$ cat config.mk
export PLATFORM = sky130hd
export DESIGN_NAME = alu_issue
export DESIGN_NICKNAME = d
export VERILOG_FILES = /design/src/rtl/alu_issue.sv
export SDC_FILE = /design/constraint.sdc
export NUM_CORES = 1
export LEC_CHECK = 0
export BUFFER_PORTS_ARGS = -buffer_cell sky130_fd_sc_hd__buf_2
export CORE_MARGIN = 10
export CORE_UTILIZATION = 40
export CTS_BUF_LIST = sky130_fd_sc_hd__clkbuf_8
export DETAILED_ROUTE_END_ITERATION = 7
export REMOVE_ABC_BUFFERS = 1
export SYNTH_ARGS = -nofsm -noshare
export SYNTH_HDL_FRONTEND = slang
export SYNTH_SLANG_ARGS = --single-unit
export TNS_END_PERCENT = 20
$ cat constraint.sdc
create_clock -name clk -period 3.1 [get_ports clk]
set_clock_uncertainty 0.15 [all_clocks]
set_input_delay 0.62 -clock clk [delete_from_list [all_inputs] [get_ports clk]]
set_output_delay 0.62 -clock clk [all_outputs]
set_load 0.005 [all_outputs]
$ cat src/rtl/alu_issue.sv
// ---------------------------------------------------------------------------
// alu_issue
//
// Registered issue/retire stage around a combinational 32-bit ALU
// (r = op(a, b, f)). Requests are queued in a small command FIFO, presented
// to the ALU from a registered operand stage, and the ALU result is captured
// in a result register. Both sides use valid/ready handshakes. Results leave
// in acceptance order.
//
// Ports:
//   clk, rst_n          clock, asynchronous active-low reset
//   cmd_valid/cmd_ready request handshake (cmd_ready = FIFO not full)
//   cmd_a, cmd_b        32-bit operands
//   cmd_f               3-bit ALU function code (7 is illegal)
//   cmd_tag             4-bit opaque tag returned with the result
//   alu_a, alu_b, alu_f registered operands driven into the ALU
//   alu_r               combinational ALU result
//   res_valid/res_ready result handshake
//   res_r, res_tag      result data and its tag
//   res_err             set when the function code was 7
//   retired             count of results handed off, wraps mod 2^CNTW
// ---------------------------------------------------------------------------
module alu_issue #(
    parameter int DEPTH = 4,
    parameter int CNTW  = 16
) (
    input  logic            clk,
    input  logic            rst_n,
    input  logic            cmd_valid,
    output logic            cmd_ready,
    input  logic [31:0]     cmd_a,
    input  logic [31:0]     cmd_b,
    input  logic [2:0]      cmd_f,
    input  logic [3:0]      cmd_tag,
    output logic [31:0]     alu_a,
    output logic [31:0]     alu_b,
    output logic [2:0]      alu_f,
    input  logic [31:0]     alu_r,
    output logic            res_valid,
    input  logic            res_ready,
    output logic [31:0]     res_r,
    output logic [3:0]      res_tag,
    output logic            res_err,
    output logic [CNTW-1:0] retired
);

    localparam int PW = (DEPTH > 1) ? $clog2(DEPTH) : 1;
    localparam int CW = $clog2(DEPTH) + 1;
    localparam int EW = 32 + 32 + 3 + 4;
    localparam logic [CW-1:0] FULL_CNT = CW'(DEPTH);
    localparam logic [2:0]    F_ILLEGAL = 3'd7;

    // ------------------------------------------------------------------
    // Command FIFO storage. Small enough for distributed RAM, so the head
    // entry is read combinationally; contents need no reset because the
    // occupancy count alone decides what is valid.
    // ------------------------------------------------------------------
    logic [EW-1:0] fifo_mem [DEPTH];

    logic [PW-1:0] wr_ptr_q, wr_ptr_d;
    logic [PW-1:0] rd_ptr_q, rd_ptr_d;
    logic [CW-1:0] count_q,  count_d;

    logic          op_v_q,     op_v_d;
    logic [31:0]   alu_a_q,    alu_a_d;
    logic [31:0]   alu_b_q,    alu_b_d;
    logic [2:0]    alu_f_q,    alu_f_d;
    logic [3:0]    op_tag_q,   op_tag_d;

    logic          res_valid_q, res_valid_d;
    logic [31:0]   res_r_q,     res_r_d;
    logic [3:0]    res_tag_q,   res_tag_d;
    logic          res_err_q,   res_err_d;
    logic [CNTW-1:0] retired_q, retired_d;

    logic          full;
    logic          empty;
    logic          push;
    logic          pop;
    logic          res_free;
    logic          res_load;
    logic          op_take;
    logic          handoff;
    logic [EW-1:0] head;

    assign head = fifo_mem[rd_ptr_q];

    always_comb begin
        full     = (count_q == FULL_CNT);
        empty    = (count_q == '0);
        // cmd_ready depends only on the registered count, so a pop in the
        // same cycle never lets a push through a full FIFO.
        push     = cmd_valid && !full;
        res_free = !res_valid_q || res_ready;
        res_load = op_v_q && res_free;
        // Operand stage may take a new entry when empty or when its current
        // contents are moving into the result register this cycle.
        op_take  = !op_v_q || res_load;
        pop      = op_take && !empty;
        handoff  = res_valid_q && res_ready;

        wr_ptr_d = push ? wr_ptr_q + PW'(1) : wr_ptr_q;
        rd_ptr_d = pop  ? rd_ptr_q + PW'(1) : rd_ptr_q;
        count_d  = count_q + {{(CW-1){1'b0}}, push} - {{(CW-1){1'b0}}, pop};

        // Operand register: operands hold their last values when idle so the
        // ALU inputs do not toggle needlessly.
        op_v_d   = op_v_q;
        alu_a_d  = alu_a_q;
        alu_b_d  = alu_b_q;
        alu_f_d  = alu_f_q;
        op_tag_d = op_tag_q;
        if (op_take) begin
            op_v_d = !empty;
            if (!empty) begin
                {alu_a_d, alu_b_d, alu_f_d, op_tag_d} = head;
            end
        end

        res_valid_d = res_valid_q;
        res_r_d     = res_r_q;
        res_tag_d   = res_tag_q;
        res_err_d   = res_err_q;
        if (res_load) begin
            res_valid_d = 1'b1;
            res_tag_d   = op_tag_q;
            if (alu_f_q == F_ILLEGAL) begin
                res_r_d   = '0;
                res_err_d = 1'b1;
            end else begin
                res_r_d   = alu_r;
                res_err_d = 1'b0;
            end
        end else if (handoff) begin
            res_valid_d = 1'b0;
        end

        retired_d = handoff ? retired_q + CNTW'(1) : retired_q;
    end

    always_ff @(posedge clk) begin
        if (push) begin
            fifo_mem[wr_ptr_q] <= {cmd_a, cmd_b, cmd_f, cmd_tag};
        end
    end

    always_ff @(posedge clk or negedge rst_n) begin
        if (!rst_n) begin
            wr_ptr_q    <= '0;
            rd_ptr_q    <= '0;
            count_q     <= '0;
            op_v_q      <= 1'b0;
            alu_a_q     <= '0;
            alu_b_q     <= '0;
            alu_f_q     <= '0;
            op_tag_q    <= '0;
            res_valid_q <= 1'b0;
            res_r_q     <= '0;
            res_tag_q   <= '0;
            res_err_q   <= 1'b0;
            retired_q   <= '0;
        end else begin
            wr_ptr_q    <= wr_ptr_d;
            rd_ptr_q    <= rd_ptr_d;
            count_q     <= count_d;
            op_v_q      <= op_v_d;
            alu_a_q     <= alu_a_d;
            alu_b_q     <= alu_b_d;
            alu_f_q     <= alu_f_d;
            op_tag_q    <= op_tag_d;
            res_valid_q <= res_valid_d;
            res_r_q     <= res_r_d;
            res_tag_q   <= res_tag_d;
            res_err_q   <= res_err_d;
            retired_q   <= retired_d;
        end
    end

    assign cmd_ready = !full;
    assign alu_a     = alu_a_q;
    assign alu_b     = alu_b_q;
    assign alu_f     = alu_f_q;
    assign res_valid = res_valid_q;
    assign res_r     = res_r_q;
    assign res_tag   = res_tag_q;
    assign res_err   = res_err_q;
    assign retired   = retired_q;

endmodule

After elaboration in Yosys (flattened, before gate mapping)
Memories as Yosys holds them, arrays and structs flattened. A register that Yosys moved wholly into a read port is not among the register bits.
Cells that the tools add are included.

storage, ports and cells
  word-level logic and storage cells = 38
  output and inout port bits = 122
  memories kept = 1
  input bits = 107
  memory bits (writable) = 284
  register bits after elaboration = 62

memory list
  memory    depth  bits a word  rd ports  clocked after Yosys merged registers in  wr ports  line  source
  fifo_mem  4      71           1         1                                        1         58    logic [EW-1:0] fifo_mem [DEPTH];

cells by class
  multiplexer cells = 6
  bitwise operators = 1
  reductions and logical operators = 14
  add/subtract/negate cells = 5
  equal/unequal tests = 2

operators by type and width
  cell                   number
  $mux 32                1
  $add 16x1->16 const B  1
  $eq 3x3->1 const B     2
  $logic_not 1->1        5
  $mux 1                 5
  $add 2x1->2 const B    2
  $logic_and 1x1->1      4
  $add 3x1->3            1
  $logic_not 3->1        1
  $sub 3x1->3            1
  $logic_or 1x1->1       2
  $reduce_and 2->1       1
  $reduce_bool 2->1      1
  $not 1->1              1

Logic depth before layout (Yosys ltp)
Gate-level depths: netlist (run 1).

  depth in word-level cells = 6
  mapped depth = 11
  mapped depth without buffers = 11

Worst setup path before layout (run 1)
Ideal clock, no wire load.

  path kind = input -> register
  start point = input port cmd_valid
  end point = memory fifo_mem[3][0] (netlist name), enable pin
  stages = 1
  setup slack = 181 ps
  data required time = 2513 ps
  data arrival time = 2332 ps
  buffers on the path = 0
  setup time = 437 ps
  cell sequence = and3_1

between the ends
  word-level cells in the longest chain between the ends = 3

RTL lines
  element                       line  source
  start: declaration            29    input logic cmd_valid,
  $logic_and 1x1->1             93    push = cmd_valid && !full;
  $mux 1                        142   if (push) begin
  $mux 1 (implied by the code)  143   fifo_mem[wr_ptr_q] <= {cmd_a, cmd_b, cmd_f, cmd_tag};
  end: declaration              58

No other way between the ends.

Worst setup path after layout (run 1)
  start point = register count_q[1]
  end point = register count_q[2]

between the ends
  word-level cells in the longest chain between the ends = 5
  elaborated cells on any way between the ends = 8
  classes of those cells = 2 x add/sub; 1 x eq/ne; 5 x reduce/logical

RTL lines
  element                   line  source
  start: declaration        62    logic [CW-1:0] count_q, count_d;
  start signal: assignment  165   count_q <= count_d;
  $eq 3x3->1                89    full = (count_q == FULL_CNT);
  $logic_not 1->1           93
  $logic_and 1x1->1         93
  $add 3x1->3               104   count_d = count_q + {{(CW-1){1'b0}}, push} - {{(CW-1){1'b0}}, pop};
  $sub 3x1->3 *             104
  via count_d[2]            62

Mark *: on every way through the listed nets, which the timed path passes. The rest lies on a longest branch.
A chain may end at the register's enable or synchronous reset.

==> results.sh, run 1 <==
export IMPL_synth_enable_flop_cells=284
export IMPL_ys_top_cells_by_count="284 x edfxtp_1, 133 x dfrtp_1, 72 x mux2_2"
export IMPL_ys_types=31
export IMPL_insertion_delay_ns=0.63
export IMPL_hpwlAfterDp_um=20200
export IMPL_cpMaxStageDelayCell="dfrtp_1"
export IMPL_clockRootBuffer="clkbuf_8"
export IMPL_syn_area_per_cell_um2=21.7
export IMPL_synth_mux_area_share_pct=16.1
export IMPL_slowest_delay_ns=0.44
export IMPL_cts_tree="built"
export IMPL_io_buffers=228
export IMPL_start_util_pct=40.6
export IMPL_critPathLaunchType="flip-flop"
export IMPL_die_y_um=216
export IMPL_clkSinkCount=417
export IMPL_gp_congestion=0.718
export IMPL_antenna_found_initial=8
export IMPL_ant_nets=0
export IMPL_drc=0
export IMPL_drv_slew=0
export IMPL_crit_required_ns=3.44
export IMPL_synth_xor_area_share_pct=1.14
export IMPL_hold_path_class="in -> reg"
export IMPL_pin_count=229
export IMPL_drive_above_1_share_pct=47.5
export IMPL_die_width_um=216
export IMPL_yosys_area_top_type="edfxtp_1"
export IMPL_hold_ws_ns=0.0530
export IMPL_timing_critical_path_buf_inv=3
export IMPL_outcome="finished clean"
export IMPL_path_cells="nor2_1 > nand2_1 > and2_1 > inv_2 > ha_1 > inv_1 > ha_1 > inv_1 > fa_1 > xnor2_1 > xnor2_1"
export IMPL_grt_usage_pct=14.6
export IMPL_syn_area_um2=15300
export IMPL_synth_top_family_by_area="multiplexers"
export IMPL_rows=71
export IMPL_final_cells=1573
export IMPL_grt_pass1_vias=8644
export IMPL_vdd_drop_max_mv=0.483
export IMPL_period_needed_ns=2.35
export IMPL_p_per_area_nw_per_um2=961
export IMPL_grt_pass1_wl_um=52000
export IMPL_clk_path_buf_depth=3
export IMPL_synthSimpleGateAreaFrac_pct=1.45
export IMPL_dpl_cell_count=1436
export IMPL_grt_max_degree=74
export IMPL_critPathArrivalTime_ns=2.68
export IMPL_setup_viol=0
export IMPL_synth_seq_area_share_pct=77.3
export IMPL_die_area_um2=46600
export IMPL_tightest_slew_ns=0.553
export IMPL_post_route_period_util_pct=75.7
export IMPL_routed_via_count=7777
export IMPL_postRouteWirelength_um=33400
export IMPL_first_pass_iters=4
export IMPL_maxCapViolCount=0
export IMPL_power_leakage_nw=7.25
export IMPL_finalHoldViolCount=0
export IMPL_slew_headroom_pct=63.1
export IMPL_rsz0062_at_grt="false"
export IMPL_async_reset_ff_share_pct=31.9
export IMPL_synthToLayoutAreaGrowth_pct=22.3
export IMPL_nets=1123
export IMPL_htree_levels=3
export IMPL_yosys_area_top_type_share_pct=55.6
export IMPL_synth_compound_area_share_pct=1.97
export IMPL_numCtsBuffers=71
export IMPL_worstPathMaxFanout=6
export IMPL_yosys_warnings=0
export IMPL_clkTransAtPathRegs_ns=0.05
export IMPL_vias_per_cell=4.94
export IMPL_ys_ff_latch=417
export IMPL_yosys_area_share_adder_pct=0.702
export IMPL_design_core_area_um2=37800
export IMPL_path_delay_family="adder cells"
export IMPL_maxClockFrequency_ghz=0.426
export IMPL_ys_flop_type="edfxtp_1"
export IMPL_synth_most_common_cell="edfxtp_1"
export IMPL_critPathKind="reg -> reg"
export IMPL_synthCells=707
export IMPL_synthTopCellsByArea="edfxtp_1 56%, dfrtp_1 22%, mux4_2 10%"
export IMPL_end_kind="flip-flop"
export IMPL_drt_iter0_drc=517
export IMPL_overflow=0
export IMPL_wl_per_cell_um=21.2
registers in the layout (all words and copies together), names as in the netlist, 2 cells and up:
register,cells
op_tag_q,4
alu_a,32
retired,16
alu_b,32
rd_ptr_q,2
res_tag,4
fifo_mem,284
alu_f,3
res_r,32
count_q,3
wr_ptr_q,2
metrics by stage:
stage          cell area (µm²)  setup slack (ns)  setup TNS, ns  utilization, %  total power, mW
6_report                 18800             0.753              0            49.7             18.0
5_1_grt                  18800             0.544              0            49.7             19.2
4_1_cts                  18800             0.740              0            49.7             18.4
3_5_place_dp             17300             0.562              0            45.7             13.5
3_3_place_gp             17300             0.563              0            45.7             13.4
2_1_floorplan            15200             -2.94        -151.43               -             11.5
final timing paths:
check	end	start	cells past startpoint	slack (ns)
worst max-delay path	count_q[2]$_DFF_PN0_	count_q[1]$_DFF_PN0_	11	0.75
worst max register to register	count_q[2]$_DFF_PN0_	count_q[1]$_DFF_PN0_	11	0.75
max in group asynchronous	rd_ptr_q[0]$_DFFE_PN0P_	rst_n	3	1.68
worst min-delay path	fifo_mem[2][18]$_DFFE_PP_	cmd_b[11]	1	0.05
worst min register to register	retired[15]$_DFFE_PN0P_	retired[15]$_DFFE_PN0P_	1	0.31
min in group asynchronous	retired[15]$_DFFE_PN0P_	rst_n	2	0.39
power breakdown:
group	internal (mW)	total, mW	switching (mW)
logic	2.62	4.93	2.30
registers	7.61	8.34	0.728
clock network	2.59	4.77	2.19
total	12.8	18.0	5.22
cell type report:
type	instances	area (µm²)
antenna	1	2.50
fill	3144	19000
clock buffer	85	1170
inverter	6	22.5
sequential	417	11900
tap	511	639
clock inverter	41	225
timing repair buffer	258	1540
multi-input combinational	254	3310
cell families (layout without fill, tap and decap cells):
family / after synthesis / count (layout)
compound gates: 35 / 35
xor+xnor: 20 / 20
flops: 417 / 417
mux: 148 / 148
fa+ha+maj: 8 / 8
simple gates: 43 / 43
other cells: 0 / 1
buf+inv: 36 / 390
per-layer routing:
metal / track usage [%] / vias up / part of all wire, %
li1: - / 3453 / -
met4: 5.59 / 12 / 2.0
met3: 5.66 / 64 / 8.2
met2: 21.8 / 256 / 46
met5: 0 / - / 0.26
met1: 18.7 / 3992 / 44
what timing repair did:
item                      CTS  global route
gates resized for setup     0             0
setup buffers               0             0
hold endpoints to repair   73             0
hold buffers               10             0
placed cells by master (no fill, tap or decap), types with 8 or more instances in the layout:
cell / n
edfxtp_1: 284
buf_2: 227
clkinv_2: 9
xnor2_1: 12
dlygate4sd3_1: 10
inv_1: 24
mux2_2: 72
mux4_2: 71
xor2_1: 8
nand2_1: 10
buf_12: 11
dfrtp_1: 131
buf_4: 9
a22o_1: 32
clkbuf_8: 85
Power figures use the tool's default switching activity.
==> run 2: changes to the inputs <==
==> constraint.sdc (replaced) <==
create_clock -name clk -period 2 [get_ports clk]
set_clock_uncertainty 0.15 [all_clocks]
set_input_delay 0.4 -clock clk [delete_from_list [all_inputs] [get_ports clk]]
set_output_delay 0.4 -clock clk [all_outputs]
set_load 0.005 [all_outputs]
==> results.sh, run 2 (same netlist as run 1, synthesis figures left out) <==
export IMPL_ant_nets=0
export IMPL_grt_pass1_vias=9000
export IMPL_htree_levels=3
export IMPL_maxCapViolCount=0
export IMPL_ff2ff_path_depth=10
export IMPL_die_width_um=216
export IMPL_insertion_delay_ns=0.60
export IMPL_rsz0062_at_grt="true"
export IMPL_slew_headroom_pct=75.9
export IMPL_power_leakage_nw=7.80
export IMPL_routed_via_count=8165
export IMPL_io_buffers=228
export IMPL_tightest_slew_ns=0.362
export IMPL_period_needed_ns=2.10
export IMPL_die_y_um=216
export IMPL_design_core_area_um2=37800
export IMPL_clkSinkCount=417
export IMPL_hold_ws_ns=0.0713
export IMPL_critPathLaunchType="flip-flop"
export IMPL_grt_usage_pct=14.7
export IMPL_setup_viol=3
export IMPL_die_area_um2=46600
export IMPL_maxClockFrequency_ghz=0.475
export IMPL_clkTransAtPathRegs_ns=0.06
export IMPL_outcome="finished with violations"
export IMPL_gp_congestion=0.708
export IMPL_critPathArrivalTime_ns=2.43
export IMPL_first_pass_iters=4
export IMPL_pin_count=229
export IMPL_rows=71
export IMPL_drc=0
export IMPL_overflow=0
export IMPL_vias_per_cell=4.83
export IMPL_antenna_found_initial=2
export IMPL_grt_pass1_wl_um=53300
export IMPL_crit_required_ns=2.32
export IMPL_post_place_ws_ns=-0.392
export IMPL_nets=1237
export IMPL_wl_per_cell_um=20.2
export IMPL_critPathKind="reg -> reg"
export IMPL_numCtsBuffers=70
export IMPL_finalHoldViolCount=0
export IMPL_hold_path_class="in -> reg"
export IMPL_drive_above_1_share_pct=44.2
export IMPL_finalPower_mw=28.3
export IMPL_hold_path_depth=5
export IMPL_largest_register_ffs=284
export IMPL_fill_cells=3011
export IMPL_layout_setup_ws_ns=-0.104
export IMPL_post_route_period_util_pct=105
export IMPL_start_util_pct=40.6
export IMPL_worstPathMaxFanout=2
export IMPL_mostFrequentLayoutCell="edfxtp_1"
export IMPL_cts_tree="built"
export IMPL_regMostFlops="fifo_mem"
export IMPL_grt_max_degree=47
export IMPL_hpwlAfterDp_um=20500
export IMPL_final_cell_mix="284 x edfxtp_1, 227 x buf_2, 131 x dfrtp_1"
export IMPL_drt_iter0_drc=457
export IMPL_end_kind="flip-flop"
export IMPL_synthToLayoutAreaGrowth_pct=30.1
export IMPL_p_per_area_nw_per_um2=1420
export IMPL_clockRootBuffer="clkbuf_8"
export IMPL_postRouteWirelength_um=34100
export IMPL_violations="negative setup slack"
export IMPL_vdd_drop_max_mv=0.837
export IMPL_clk_path_buf_depth=3
export IMPL_drv_slew=0
-- run 2: changes by cell type in the layout (fill, tap and decap cells not counted), moves of 2 or more --
cell and delta:
dlygate4sd3_1 +94, clkinv_2 -5, buf_12 +8, ha_4 +2
clkbuf_8 -8, inv_1 +12, inv_2 +2, ha_1 -2
buf_4 +11
-- run 2: worst paths after layout --
kind	from	slack, ns	end
worst max-delay path	res_valid$_DFFE_PN0P_	-0.10	count_q[2]$_DFF_PN0_
worst min-delay path	res_ready	0.07	op_v_q$_DFFE_PN0N_
worst max register to register	res_valid$_DFFE_PN0P_	-0.10	count_q[2]$_DFF_PN0_
worst min register to register	retired[15]$_DFFE_PN0P_	0.31	retired[15]$_DFFE_PN0P_
max in group asynchronous	rst_n	0.95	retired[10]$_DFFE_PN0P_
min in group asynchronous	rst_n	0.13	retired[12]$_DFFE_PN0P_
-- run 2: what timing repair did --
| action | in CTS | in global routing |
|---|---|---|
| pin swaps | 4 | 0 |
| gates resized for setup | 8 | 12 |
| setup endpoints to repair | 60 | 59 |
| buffers inserted | 1 | 1 |
| hold endpoints to repair | 449 | 0 |
| hold buffers | 104 | 0 |
-- run 2: cell type report --
class	instances	area, µm²	share of cell area [%]
flip-flops and latches	417	11900	59.4
multi-input cells	254	3350	16.8
repair buffers	373	2760	13.8
clock buffers	77	1060	5.31
well taps	511	639	3.20
clock inverters	51	256	1.29
inverters	6	25.0	0.125
diodes	2	5.00	0.0251
-- run 2: critical path: stages, from the launching register on --
cell and delay, ns:
dfrtp_1 0.37, nor2b_1 0.13, buf_4 0.14, a21oi_4 0.17, ha_4 0.22, inv_2 0.06, ha_4 0.12, inv_2 0.03
fa_2 0.34, xnor2_2 0.15, xnor2_1 0.12
-- run 2: metrics by stage --
stage	util (%)	instances	TNS [ns]	area, µm²
after floorplan	-	677	-493.10	15200
after global placement	46.3	1455	-17.61	17500
after detailed placement	46.3	1455	-18.86	17500
after CTS	52.7	1688	-3.16	19900
after global routing	52.9	1689	-1.41	20000
final	52.9	1691	-0.154	20000
-- run 2: power by group --
part | internal [mW] | switching [mW]
Combinational | 4.58 | 3.82
Sequential | 11.8 | 1.04
Clock | 3.69 | 3.34
Total | 20.1 | 8.20
-- run 2: layer usage --
layer  global-route usage, %  wire length [µm]  vias to the layer above
met5                       0                 0                        -
met4                    4.81               824                        0
met3                    4.66              2590                       71
met2                    22.9             15800                      282
met1                    19.1             14900                     4142
li1                        -                 -                     3670
